--- src/rtl/fp32_add_pkg.sv ---
// fp32_add_pkg: shared types and constants for the FP32 adder controller.
// State encoding, rounding-mode codes and the default loop bound.
package fp32_add_pkg;

  localparam int DEF_MAX_STEPS = 24;

  localparam logic [1:0] RUP   = 2'b00;
  localparam logic [1:0] RDOWN = 2'b01;
  localparam logic [1:0] RTE   = 2'b10;
  localparam logic [1:0] RTAZ  = 2'b11;

  typedef enum logic [2:0] {
    IDLE,
    LOAD,
    ALIGN,
    ADD,
    NORM,
    ROUND,
    RENORM,
    DONE
  } state_t;

endpackage

--- src/rtl/fp32_add_ctrl_if.sv ---
// fp32_add_ctrl_if: datapath flags in, stage enables and status out.
// master = datapath / requester side, slave = controller side.
interface fp32_add_ctrl_if;

  logic       start;
  logic [1:0] round_mode;
  logic       special;
  logic       align_done;
  logic       norm_done;
  logic       renorm;

  logic       ld_en;
  logic       align_en;
  logic       add_en;
  logic       norm_en;
  logic       round_en;
  logic       renorm_en;
  logic [1:0] rmode_q;
  logic       busy;
  logic       done;
  logic       ovf_step;

  modport master (
    output start, round_mode, special,
    output align_done, norm_done, renorm,
    input  ld_en, align_en, add_en, norm_en,
    input  round_en, renorm_en, rmode_q,
    input  busy, done, ovf_step
  );

  modport slave (
    input  start, round_mode, special,
    input  align_done, norm_done, renorm,
    output ld_en, align_en, add_en, norm_en,
    output round_en, renorm_en, rmode_q,
    output busy, done, ovf_step
  );

endinterface

--- src/rtl/fp32_step_cnt.sv ---
// fp32_step_cnt: saturating iteration counter for the ALIGN/NORM loops.
// clr wins over en; sat is high once the count equals MAX.
module fp32_step_cnt #(
  parameter int MAX = 24,
  parameter int W   = $clog2(MAX + 1)
) (
  input  logic clk,
  input  logic rst,
  input  logic clr,
  input  logic en,
  output logic sat
);

  logic [W-1:0] cnt;

  assign sat = (cnt == W'(MAX));

  always_ff @(posedge clk or posedge rst) begin
    if (rst) begin
      cnt <= '0;
    end else if (clr) begin
      cnt <= '0;
    end else if (en && !sat) begin
      cnt <= cnt + 1'b1;
    end
  end

endmodule

--- src/rtl/fp32_add_ctrl.sv ---
// fp32_add_ctrl: sequencing FSM for a multi-cycle FP32 adder datapath.
// Stage enables are Moore-decoded; loop enables are gated by their done flag.
module fp32_add_ctrl
  import fp32_add_pkg::*;
#(
  parameter int MAX_STEPS = DEF_MAX_STEPS
) (
  input logic           clk,
  input logic           rst,
  fp32_add_ctrl_if.slave bus
);

  state_t     st;
  state_t     nxt;
  logic       sat;
  logic       clr;
  logic       step;
  logic       in_align;
  logic       in_norm;
  logic       align_go;
  logic       norm_go;

  logic       ld_q;
  logic       add_q;
  logic       round_q;
  logic       renorm_q;
  logic       busy_q;
  logic       done_q;
  logic       ovf_q;
  logic [1:0] rmode;

  assign in_align = (st == ALIGN);
  assign in_norm  = (st == NORM);

  // The exit cycle of each loop (done seen or bound hit) carries no enable.
  assign align_go = in_align && !bus.align_done && !sat;
  assign norm_go  = in_norm && !bus.norm_done && !sat;
  assign step     = align_go || norm_go;

  assign clr = ((nxt == ALIGN) && !in_align)
            || ((nxt == NORM) && !in_norm);

  fp32_step_cnt #(
    .MAX (MAX_STEPS)
  ) u_cnt (
    .clk (clk),
    .rst (rst),
    .clr (clr),
    .en  (step),
    .sat (sat)
  );

  always_comb begin
    nxt = st;
    unique case (st)
      IDLE:   if (bus.start) nxt = LOAD;
      LOAD:   nxt = bus.special ? DONE : ALIGN;
      ALIGN:  if (bus.align_done || sat) nxt = ADD;
      ADD:    nxt = NORM;
      NORM:   if (bus.norm_done || sat) nxt = ROUND;
      ROUND:  nxt = bus.renorm ? RENORM : DONE;
      RENORM: nxt = DONE;
      DONE:   nxt = IDLE;
    endcase
  end

  always_ff @(posedge clk or posedge rst) begin
    if (rst) begin
      st       <= IDLE;
      ld_q     <= 1'b0;
      add_q    <= 1'b0;
      round_q  <= 1'b0;
      renorm_q <= 1'b0;
      busy_q   <= 1'b0;
      done_q   <= 1'b0;
      ovf_q    <= 1'b0;
      rmode    <= RTE;
    end else begin
      st       <= nxt;
      ld_q     <= (nxt == LOAD);
      add_q    <= (nxt == ADD);
      round_q  <= (nxt == ROUND);
      renorm_q <= (nxt == RENORM);
      busy_q   <= (nxt != IDLE);
      done_q   <= (nxt == DONE);
      if ((st == IDLE) && bus.start) begin
        rmode <= bus.round_mode;
        ovf_q <= 1'b0;
      end else if ((in_align || in_norm) && sat) begin
        ovf_q <= 1'b1;
      end
    end
  end

  assign bus.ld_en     = ld_q;
  assign bus.align_en  = align_go;
  assign bus.add_en    = add_q;
  assign bus.norm_en   = norm_go;
  assign bus.round_en  = round_q;
  assign bus.renorm_en = renorm_q;
  assign bus.rmode_q   = rmode;
  assign bus.busy      = busy_q;
  assign bus.done      = done_q;
  assign bus.ovf_step  = ovf_q;

endmodule

--- src/flat_wrapper.sv ---
// flat-port wrapper written by rule: the top's interface ports become plain ports
module fp32_add_ctrl_flat import fp32_add_pkg::*;
#(
  parameter int MAX_STEPS = DEF_MAX_STEPS
)
  (clk, rst, bus_start, bus_round_mode, bus_special, bus_align_done, bus_norm_done, bus_renorm, bus_ld_en, bus_align_en, bus_add_en, bus_norm_en, bus_round_en, bus_renorm_en, bus_rmode_q, bus_busy, bus_done, bus_ovf_step);
  fp32_add_ctrl_if bus_i ();
  input logic clk;
  input logic rst;
  input wire logic [$bits(bus_i.start)-1:0] bus_start;
  input wire logic [$bits(bus_i.round_mode)-1:0] bus_round_mode;
  input wire logic [$bits(bus_i.special)-1:0] bus_special;
  input wire logic [$bits(bus_i.align_done)-1:0] bus_align_done;
  input wire logic [$bits(bus_i.norm_done)-1:0] bus_norm_done;
  input wire logic [$bits(bus_i.renorm)-1:0] bus_renorm;
  output wire logic [$bits(bus_i.ld_en)-1:0] bus_ld_en;
  output wire logic [$bits(bus_i.align_en)-1:0] bus_align_en;
  output wire logic [$bits(bus_i.add_en)-1:0] bus_add_en;
  output wire logic [$bits(bus_i.norm_en)-1:0] bus_norm_en;
  output wire logic [$bits(bus_i.round_en)-1:0] bus_round_en;
  output wire logic [$bits(bus_i.renorm_en)-1:0] bus_renorm_en;
  output wire logic [$bits(bus_i.rmode_q)-1:0] bus_rmode_q;
  output wire logic [$bits(bus_i.busy)-1:0] bus_busy;
  output wire logic [$bits(bus_i.done)-1:0] bus_done;
  output wire logic [$bits(bus_i.ovf_step)-1:0] bus_ovf_step;
  assign bus_i.start = bus_start;
  assign bus_i.round_mode = bus_round_mode;
  assign bus_i.special = bus_special;
  assign bus_i.align_done = bus_align_done;
  assign bus_i.norm_done = bus_norm_done;
  assign bus_i.renorm = bus_renorm;
  assign bus_ld_en = bus_i.ld_en;
  assign bus_align_en = bus_i.align_en;
  assign bus_add_en = bus_i.add_en;
  assign bus_norm_en = bus_i.norm_en;
  assign bus_round_en = bus_i.round_en;
  assign bus_renorm_en = bus_i.renorm_en;
  assign bus_rmode_q = bus_i.rmode_q;
  assign bus_busy = bus_i.busy;
  assign bus_done = bus_i.done;
  assign bus_ovf_step = bus_i.ovf_step;
  fp32_add_ctrl #(.MAX_STEPS(MAX_STEPS)) u_core (.clk(clk), .rst(rst), .bus(bus_i));
endmodule
--- config.mk ---
export PLATFORM = sky130hd
export DESIGN_NAME = fp32_add_ctrl_flat
export DESIGN_NICKNAME = d
export VERILOG_FILES = /design/src/rtl/fp32_add_pkg.sv /design/src/rtl/fp32_add_ctrl_if.sv /design/src/rtl/fp32_step_cnt.sv /design/src/rtl/fp32_add_ctrl.sv /design/src/flat_wrapper.sv
export SDC_FILE = /design/constraint.sdc
export NUM_CORES = 1
export LEC_CHECK = 0
export ABC_AREA = 1
export CELL_PAD_IN_SITES_DETAIL_PLACEMENT = 1
export CELL_PAD_IN_SITES_GLOBAL_PLACEMENT = 1
export CORE_MARGIN = 1.5
export CORE_UTILIZATION = 37
export DETAILED_ROUTE_END_ITERATION = 8
export PLACE_DENSITY_LB_ADDON = 0.1
export SLEW_MARGIN = 15
export SYNTH_ARGS = -nofsm -noshare
export SYNTH_HDL_FRONTEND = slang
export SYNTH_SLANG_ARGS = --single-unit
--- constraint.sdc ---
create_clock -name clk -period 2 [get_ports clk]
set_input_delay 0.6 -clock clk [delete_from_list [all_inputs] [get_ports clk]]
set_output_delay 0.6 -clock clk [all_outputs]
set_load 0.02 [all_outputs]
==> results.ini, run 1 <==
[drt]
viasPerCell = 4.87
drtAntennaViolNets = 0
drc = 0
routed_wl_um = 2750
via_count = 920
drtPass1Iterations = 4
route.detailed.wl_per_inst_um = 14.5
drt_iter0_markers = 8

[worst_hold_path]
hold_start = u_core.bus.ovf_step
min_path_type = reg -> reg
hold_path_end = u_core.bus.ovf_step
holdPathStages = 1

[worst_setup_path]
end_kind = output pin
crit_required_ps = 1400
timing.rr.end = u_core.u_cnt.cnt[0]
ff2ff_path_depth = 11
critPathKind = reg -> out
path_max_fanout = 3
arrival_ps = 1380
crit_path_start_kind = flop
r2r-start = u_core.st[0]
reg2reg_slack_ps = 40

[die]
core_um2 = 2500
die_h_um = 54.5
fp.dieArea_um2 = 2970
ios = 20
num_rows = 18
die_x_um = 54.5
initial_utilization_pct = 39.3

[global_routing]
grt.overflow.total = 0
grt_pass1_wl_um = 3900
grt_pass1_vias = 890
antenna_found_initial = 0
grt.total_usage_pct = 18.6
grt_max_degree = 18

[timing]
setup_tns_ps = 0
fin_skew_ps = 5.79
rsz0062_at_grt = true
hold_violations = 0
drv_slew = 0
min_period_ps = 1980
relSlewSlack_pct = 83.6
period_share_pct = 99.0
hold_slack_ps = 498
fmax_ghz = 0.505
setup_viol = 0
tightest_slew_ps = 244

[synth]
synth_seq_cells = 17
yosys.area_share.adder_pct = 7.64
yosys.area_share.simple_pct = 30.7
synth_xor_area_share_pct = 3.57
syn_area_um2 = 982
synth_compound_area_share_pct = 4.97
syn_area_per_cell_um2 = 9.18
yosysSeqAreaShare_pct = 43.4
synthMuxAreaShare_pct = 2.29
synth_top_family_by_area = simple AND/OR/NAND/NOR gates
syn-num-nets = 122
yosys_warnings = 0
syn_inst = 107
synth.distinct_cells = 23

[placement]
detailed_place.area_um2 = 1370
gp_congestion = 0.867
portBuffers = 19
hpwl_um = 1940

[clock_network]
cts_made_buffers = 3
cts-root-buf = clkbuf_4
clock_latency_ps = 290
cts_buffer_depth = 2
htreeDepth = 1
cts_tree = built
clock_sinks = 17
path_clk_slew_ps = 80

[finish]
largest_reg_flops = 5
syn2layout_area_growth_pct = 54.4
final_util_pct = 60.7
antennaDiodeCount = 0
layout_common_cells = 30 x buf_4, 16 x clkdlybuf4s50_1, 16 x dfrtp_1, 14 x nor2_1
nNetsFinal = 175
top_register = u_core.u_cnt.cnt
layout_commonest_cell = buf_4
layout-drive-gt1-share_pct = 45.3
stdcell_area_um2 = 1520

[power]
p_leak_nw = 0.747
powerDensity_nw_per_um2 = 1710
peakVddDrop_v = 0.000932
fin_total_pwr_mw = 2.59

[flow_run]
maxCapViolCount = 0

[status]
status = finished, final reports clean

==> final cells by class <==
cell class              count  area [µm²]
clock buffers               4        26.3
fillers                   309         983
inverters                  19        72.6
multi-input cells          71         548
flip-flops and latches     17         427
well taps                  30        37.5
repair buffers             48         405
==> Yosys cell counts <==
master	count	area share [%]
a21oi_1	2	1.0
a21oi_4	1	1.7
clkinv_2	1	0.51
dfrtp_1	16	41
dfstp_2	1	2.7
ha_1	6	7.6
inv_1	15	5.7
inv_2	3	1.1
mux2_2	2	2.3
nand2_1	10	3.8
nand2_2	6	3.8
nand2_4	2	2.3
nand3_1	8	4.1
nand3_2	5	5.1
nand3_4	1	1.8
nand4_1	3	1.9
nor2_1	15	5.7
nor2_4	1	1.1
nor3_2	1	1.0
o21a_1	1	0.76
o21ai_0	2	1.0
o21ai_1	1	0.51
xor2_1	4	3.6
==> cells by family (layout without fill, tap and decap cells) <==
kind of cell,Yosys count,count (layout)
compound gates,7,7
xor+xnor,4,4
fa+ha+maj,6,6
buf+inv,19,71
flops,17,17
mux,2,2
simple gates,52,52
==> worst max-delay path by stage <==
stage / cells past startpoint / to / from
after floorplan: 6 / bus_align_en / u_core.st[0]
after global placement: 5 / bus_align_en / bus_align_done
after detailed placement: 5 / bus_align_en / bus_align_done
after CTS: 5 / bus_norm_en / bus_norm_done
after global routing: 11 / u_core.u_cnt.cnt[0] / u_core.st[0]
final: 7 / bus_norm_en / u_core.st[0]
==> where the power goes <==
part	internal [mW]	total [mW]	leakage, nW	switching, mW
combinational	0.811	1.88	0.515	1.07
sequential	0.468	0.538	0.217	0.0695
clock	0.0776	0.175	0.0150	0.0975
==> per-layer routing <==
layer	wire (µm)	global-route usage (%)
met2	1490	32.1
met1	1100	22.9
met4	45	6.67
met5	0	0
met3	110	3.55
==> worst max-delay path: stages, from the launching register on <==
cell      delay [ps]
dfrtp_1          410
inv_2            120
ha_4             150
nand2_1           70
clkinv_2          70
nand2_2           50
nor2_1            90
buf_4            150
==> what timing repair did <==
action	in CTS	in global routing
pin swaps	2	5
hold buffers	0	0
endpoints found under the hold margin	0	0
setup buffers	2	6
gates resized for setup	19	12
setup endpoints to repair	3	10
gates cloned	0	0
==> per-stage QoR <==
step	std cells	setup WS (ps)
2_1_floorplan	107	148
3_5_place_dp	177	-470
3_3_place_gp	177	-421
4_1_cts	183	1.31
5_1_grt	189	-66.0
6_report	189	19.6
No activity file was read; power rests on OpenSTA's default activity.
==> inputs of run 2 (changes only) <==
--- a/config.mk
+++ b/config.mk
@@ -10,9 +10,12 @@
 export CELL_PAD_IN_SITES_GLOBAL_PLACEMENT = 1
 export CORE_MARGIN = 1.5
 export CORE_UTILIZATION = 37
+export CTS_CLUSTER_SIZE = 16
 export DETAILED_ROUTE_END_ITERATION = 8
+export HOLD_SLACK_MARGIN = 0.05
 export PLACE_DENSITY_LB_ADDON = 0.1
 export SLEW_MARGIN = 15
 export SYNTH_ARGS = -nofsm -noshare
 export SYNTH_HDL_FRONTEND = slang
 export SYNTH_SLANG_ARGS = --single-unit
+export TNS_END_PERCENT = 10
==> run 2 against run 1 <==
Die area is the same; the flow now finishes with violations (setup timing); first-iteration DRC count shrank 25%; setup slack lost 24 ps; combinational power shrank 6%.
==> results.ini, run 2 (synthesis results as in run 1) <==
[worst_hold_path]
hold_start = u_core.bus.ovf_step
min_path_type = reg -> reg

[finish]
nNetsFinal = 174  ; -0.57%
n_fill_cell = 302  ; -2.3%
layout_commonest_cell = buf_4
antennaDiodeCount = 0  ; unchanged
layout-drive-gt1-share_pct = 43.7  ; -1.6 points
stdcell_count = 188  ; -0.53%
largest_reg_flops = 5  ; unchanged
final_util_pct = 59.6  ; -1.1 points
top_register = u_core.u_cnt.cnt
stdcell_area_um2 = 1490  ; -1.7%
layout_common_cells = 28 x buf_4, 16 x dfrtp_1, 15 x clkdlybuf4s50_1, 14 x nor2_1, 11 x inv_2
syn2layout_area_growth_pct = 51.7

[drt]
drc = 0  ; unchanged
via_count = 899  ; -2.3%
viasPerCell = 4.78  ; -1.8%
route.detailed.wl_per_inst_um = 15.1  ; +3.6%
drtAntennaViolNets = 0  ; unchanged
routed_wl_um = 2830  ; +3.1%
drtPass1Iterations = 3  ; -1
drt_iter0_markers = 6  ; -2

[worst_setup_path]
end_kind = output pin
critPathKind = reg -> out
timing.rr.end = u_core.u_cnt.cnt[2]
crit_family = flip-flops
ff2ff_path_depth = 11  ; unchanged
cp-startpoint = u_core.st[0]
cp.depth = 7  ; unchanged
path_buf_inv = 3  ; unchanged
path_max_fanout = 3  ; unchanged
crit_required_ps = 1400  ; about the same
worstPathCellList = inv_2, ha_4, nand2_1, clkinv_2, nand2_2, nor2_1, buf_4
r2r-start = u_core.st[1]
arrival_ps = 1400  ; +20 ps
cp_slowest_cell = dfrtp_1
crit_path_start_kind = flop
reg2reg_slack_ps = 40  ; about the same
crit_end = bus_norm_en
max_stage_delay_ps = 400  ; about the same

[timing]
relSlewSlack_pct = 82.6  ; -0.98 points
fin_skew_ps = 12.2  ; +6.43 ps
fmax_ghz = 0.499  ; -1.2%
setup_viol = 1  ; +1
tightest_slew_ps = 258  ; +14.5 ps
min_period_ps = 2000  ; +24.2 ps
hold_slack_ps = 498  ; +0.0640 ps
final.setup.worst_slack_ps = -4.59  ; -24.2 ps
setup_tns_ps = -4.59  ; -4.59 ps
period_share_pct = 100  ; +1.2 points
hold_violations = 0  ; unchanged
drv_slew = 0  ; unchanged
rsz0062_at_grt = true

[clock_network]
cts_buffer_depth = 2  ; unchanged
htreeDepth = 1  ; unchanged
cts-root-buf = clkbuf_4
cts_tree = built
clock_latency_ps = 300  ; about the same
cts_made_buffers = 3  ; unchanged
path_clk_slew_ps = 80  ; about the same
clock_sinks = 17  ; unchanged

[flow_run]
maxCapViolCount = 0  ; unchanged

[placement]
portBuffers = 19  ; unchanged
detailed_place.area_um2 = 1370  ; unchanged
gp_congestion = 0.867  ; unchanged
dp.cells = 177  ; unchanged
place_ws_ps = -470  ; unchanged
hpwl_um = 1940  ; unchanged

[power]
peakVddDrop_v = 0.000988  ; +6.1%
powerDensity_nw_per_um2 = 1670  ; -2.2%
p_leak_nw = 0.745  ; -0.24%
fin_total_pwr_mw = 2.49  ; -3.9%

[global_routing]
grt.total_usage_pct = 18.2  ; -0.35 points
antenna_found_initial = 0  ; unchanged
grt_pass1_vias = 889  ; -0.11%
grt.overflow.total = 0  ; unchanged
grt_max_degree = 18  ; unchanged
grt_pass1_wl_um = 3840  ; -1.4%

[die]
core_um2 = 2500  ; unchanged
ios = 20  ; unchanged
die_x_um = 54.5  ; unchanged
die_h_um = 54.5  ; unchanged
initial_utilization_pct = 39.3  ; unchanged
num_rows = 18  ; unchanged
fp.dieArea_um2 = 2970  ; unchanged

[status]
status = complete, but fails checks
violations = setup timing

## run 2: worst reg2reg max path, stage by stage (launching register included)
cell	delay [ps]
dfrtp_1	400
inv_2	70
buf_4	130
ha_1	230
nand3_1	120
o21ai_0	130
nor2_1	220
nand2_2	110
nor2_1	140
nand3_2	100
nand2_2	120
nor2_1	70
## run 2: report_power, final
part,internal (mW),switching [mW],total [mW]
registers,0.468,0.0704,0.539
clock network,0.0777,0.105,0.182
logic,0.752,1.02,1.77
total,1.30,1.19,2.49
## run 2: how the worst min path moves through the flow
stage / to / slack, ps / cells past startpoint
floorplan: u_core.u_cnt.cnt[4] / 520 / 2
global placement: u_core.bus.ovf_step / 470 / 1
detailed placement: u_core.bus.ovf_step / 490 / 1
CTS: u_core.bus.ovf_step / 510 / 1
global route: u_core.bus.ovf_step / 540 / 1
finish: u_core.bus.ovf_step / 500 / 1
## run 2: what timing repair did
| item | in CTS | in global routing |
|---|---|---|
| endpoints found under the setup margin | 3 | 3 |
| buffers inserted | 1 | 6 |
| pin swaps | 2 | 3 |
| hold buffers | 0 | 0 |
| gates resized for setup | 19 | 10 |
## run 2: final cells by class
type	instances	area [µm²]	area share (%)
multi-input cells	71	523	35.1
flip-flops and latches	17	427	28.6
repair buffers	47	404	27.1
inverters	19	72.6	4.87
well taps	30	37.5	2.52
clock buffers	4	26.3	1.76
## run 2: routing by layer
metal  wire length [µm]  GRT usage (%)  vias to the layer above
met5                  0              0                        -
met4                 48           6.67                        0
met3                 97           3.55                        5
met2               1540           31.3                       20
met1               1150           22.6                      437
li1                   -              -                      437
==> inputs of run 3 (changes only) <==
--- a/config.mk
+++ b/config.mk
@@ -9,7 +9,7 @@
 export CELL_PAD_IN_SITES_DETAIL_PLACEMENT = 1
 export CELL_PAD_IN_SITES_GLOBAL_PLACEMENT = 1
 export CORE_MARGIN = 1.5
-export CORE_UTILIZATION = 37
+export CORE_UTILIZATION = 35
 export CTS_CLUSTER_SIZE = 16
 export DETAILED_ROUTE_END_ITERATION = 8
 export HOLD_SLACK_MARGIN = 0.05
@@ -17,5 +17,6 @@
 export SLEW_MARGIN = 15
 export SYNTH_ARGS = -nofsm -noshare
 export SYNTH_HDL_FRONTEND = slang
+export SYNTH_HIERARCHICAL = 1
 export SYNTH_SLANG_ARGS = --single-unit
 export TNS_END_PERCENT = 10
==> run 3 against run 2 <==
The run now ends clean; sequential power barely moved; synthesized cell count unchanged; area after synthesis decreased by 8.5%; global-route usage increased by 5.5 points; via count up 3.7%; clock power barely moved; critical endpoint is now bus_align_en; largest power group unchanged; highest routed layer unchanged.
==> results.ini, run 3 <==
[timing]
drv_slew = 0  ; unchanged
setup_viol = 0  ; -1
min_period_ps = 1990  ; -11.6 ps
tightest_slew_ps = 473  ; +214 ps
fin_skew_ps = 12.2  ; -0.0397 ps
hold_violations = 0  ; unchanged
relSlewSlack_pct = 68.5  ; -14 points
final.setup.worst_slack_ps = 7.05  ; +11.6 ps
fmax_ghz = 0.502  ; +0.58%
rsz0062_at_grt = true
period_share_pct = 99.6  ; -0.58 points

[die]
ios = 20  ; unchanged
num_rows = 18  ; unchanged
initial_utilization_pct = 36.6  ; -2.7 points
die_h_um = 53.7  ; -1.6%
core_um2 = 2450  ; -1.8%
die_x_um = 53.7  ; -1.6%
fp.dieArea_um2 = 2880  ; -3.1%

[clock_network]
path_clk_slew_ps = 110  ; +30 ps
cts_buffer_depth = 2  ; unchanged
clock_latency_ps = 290  ; about the same
hold_buffers = 0  ; unchanged
clock_sinks = 17  ; unchanged
cts_made_buffers = 3  ; unchanged
cts-root-buf = clkbuf_4
cts_tree = built
htreeDepth = 1  ; unchanged

[global_routing]
grt.overflow.total = 0  ; unchanged
grt.total_usage_pct = 23.7  ; +5.5 points
antenna_found_initial = 0  ; unchanged
grt_max_degree = 13  ; -5
grt_pass1_wl_um = 4740  ; +23%
grt_pass1_vias = 1033  ; +16%

[worst_setup_path]
end_kind = output pin
crit_path_start_kind = flop
worstPathCellList = inv_2, ha_4, nand2_2, inv_2, nand2_2, inv_4, nor3_4, buf_6
crit_family = flip-flops
path_buf_inv = 4  ; +1
crit_required_ps = 1400  ; about the same
path_max_fanout = 4  ; +1
r2r-start = u_core/u_cnt/cnt[0]
critPathKind = reg -> out
cp_slowest_cell = dfrtp_1
max_stage_delay_ps = 380  ; -20 ps
arrival_ps = 1390  ; about the same
cp-startpoint = u_core/u_cnt/cnt[0]

[worst_hold_path]
min_path_type = reg -> reg
hold_start = u_core/bus.rmode_q[1]

[synth]
yosysSeqAreaShare_pct = 47.5  ; +4.1 points
synth_top_area_share_pct = 44.6  ; +3.8 points
async_flop_share_pct = 100  ; unchanged
synth_compound_area_share_pct = 4.87  ; -0.094 points
syn_area_um2 = 898  ; -8.5%
syn_inst = 107  ; unchanged
synth_xor_area_share_pct = 0.975  ; -2.6 points
synth_seq_cells = 17  ; unchanged
yosys.area_share.adder_pct = 2.79  ; -4.9 points
synth.most_common_cell = nand2_1
yosys.area_share.simple_pct = 35.9  ; +5.2 points
synth_top_family_by_area = simple AND/OR/NAND/NOR gates
syn_area_per_cell_um2 = 8.40  ; -8.5%
yosys_warnings = 6  ; +6
synth_flop_cell = dfrtp_1
synth.distinct_cells = 22  ; -4.3%
synth_top_area_cell = dfrtp_1
synthMuxAreaShare_pct = 0  ; -2.3 points
synth-edff-count = 0  ; unchanged
synth_common_cells = 28 x nand2_1, 17 x inv_1, 16 x dfrtp_1, 8 x nor2_1, 7 x nand4_1
synth_area_leaders = dfrtp_1 45%, nand2_1 12%, inv_1 7.1%
syn-num-nets = 118  ; -3.3%

[drt]
drc = 0  ; unchanged
routed_wl_um = 3120  ; +10%
route.detailed.wl_per_inst_um = 15.7  ; +4.1%
drt_iter0_markers = 3  ; -3
drtPass1Iterations = 4  ; +1
drtAntennaViolNets = 0  ; unchanged
viasPerCell = 4.68  ; -2.1%
via_count = 932  ; +3.7%

[power]
intPower_mw = 1.21  ; -7.1%
p_sw_mw = 0.929  ; -22%
swShare_pct = 43.5  ; -4.4 points
fin_total_pwr_mw = 2.13  ; -14%
seqPwrFrac_pct = 25.2  ; +3.6 points
p_leak_nw = 0.813  ; +9.1%
peakVddDrop_v = 0.000847  ; -14%
clkPwrFrac_pct = 8.7  ; +1.4 points
powerDensity_nw_per_um2 = 1410  ; -15%
combPwrFrac_pct = 66.1  ; -5.0 points

[finish]
stdcell_count = 199  ; +5.9%
final_util_pct = 61.5  ; +1.9 points
top_register = u_core/u_cnt/cnt
antennaDiodeCount = 0  ; unchanged
layout_common_cells = 39 x buf_4, 25 x nand2_1, 15 x dfrtp_1, 14 x clkdlybuf4s50_1, 12 x inv_1
layout-drive-gt1-share_pct = 45.6  ; +1.9 points
nNetsFinal = 181  ; +4.0%
syn2layout_area_growth_pct = 68.0
largest_reg_flops = 5  ; unchanged
layout_commonest_cell = buf_4
stdcell_area_um2 = 1510  ; +1.3%

[placement]
detailed_place.area_um2 = 1320  ; -3.8%
dp.cells = 180  ; +1.7%
place_ws_ps = -513  ; -43.7 ps
gp_congestion = 0.776  ; -11%
hpwl_um = 2020  ; +4.4%
portBuffers = 19  ; unchanged

[status]
status = finished, final reports clean

[flow_run]
maxCapViolCount = 0  ; unchanged

run 3: area by class of cell:
type | count | area, µm²
fillers | 306 | 946
repair buffers | 58 | 489
multi-input cells | 71 | 450
flip-flops and latches | 17 | 428
inverters | 19 | 76.3
well taps | 30 | 37.5
clock buffers | 3 | 22.5
clock inverters | 1 | 5.00
run 3: routing by layer:
metal | up-vias | share of wire [%] | GRT usage (%)
met1 | 449 | 39 | 25.3
met4 | 0 | 1.2 | 7.69
met3 | 4 | 1.8 | 4.17
met2 | 17 | 58 | 46.1
li1 | 462 | - | -
met5 | - | 0 | 0
run 3: power by group through the flow:
stage          clock network, mW  registers [mW]  logic [mW]
2_1_floorplan                  0           0.608       0.541
3_3_place_gp                   0           0.520        1.15
3_5_place_dp                   0           0.525        1.19
4_1_cts                    0.194           0.525        1.33
5_1_grt                    0.211           0.550        1.54
6_report                   0.185           0.538        1.41
run 3: through the flow:
step	hold WS, ps	TNS [ps]
after floorplan	379	0
after global placement	458	-1090
after detailed placement	471	-1560
after CTS	488	-123
after global routing	499	-231
final	484	0
run 3: worst reg2reg max path, delay by kind of cell, from the launching register on:
kind	cells	cell delay [ps]
AO/OA/AOI/OAI	1	60
flip-flops	1	380
buffers and inverters	11	1310
AND/OR/NAND/NOR	1	90
run 3: cells by family after synthesis:
family / count (synthesis)
adder cells (fa/ha/maj): 2
AO/OA/AOI/OAI: 5
flip-flops: 17
XOR/XNOR: 1
buffers and inverters: 19
AND/OR/NAND/NOR: 63
run 3: worst paths after layout:
path,end,slack [ps],cells after the start
setup / recovery,bus_align_en,7,8
hold / removal,u_core/bus.rmode_q[1],480,2
setup reg to reg,u_core/u_cnt/cnt[0],50,13
hold reg to reg,u_core/bus.rmode_q[1],480,2
max in group asynchronous,u_core/st[0],990,2
min in group asynchronous,u_core/u_cnt/cnt[1],550,2
run 3: what timing repair did:
action / in CTS / in global routing
pin swaps: 5 / 4
buffers inserted: 13 / 3
resized for setup: 21 / 11
endpoints found under the setup margin: 8 / 7
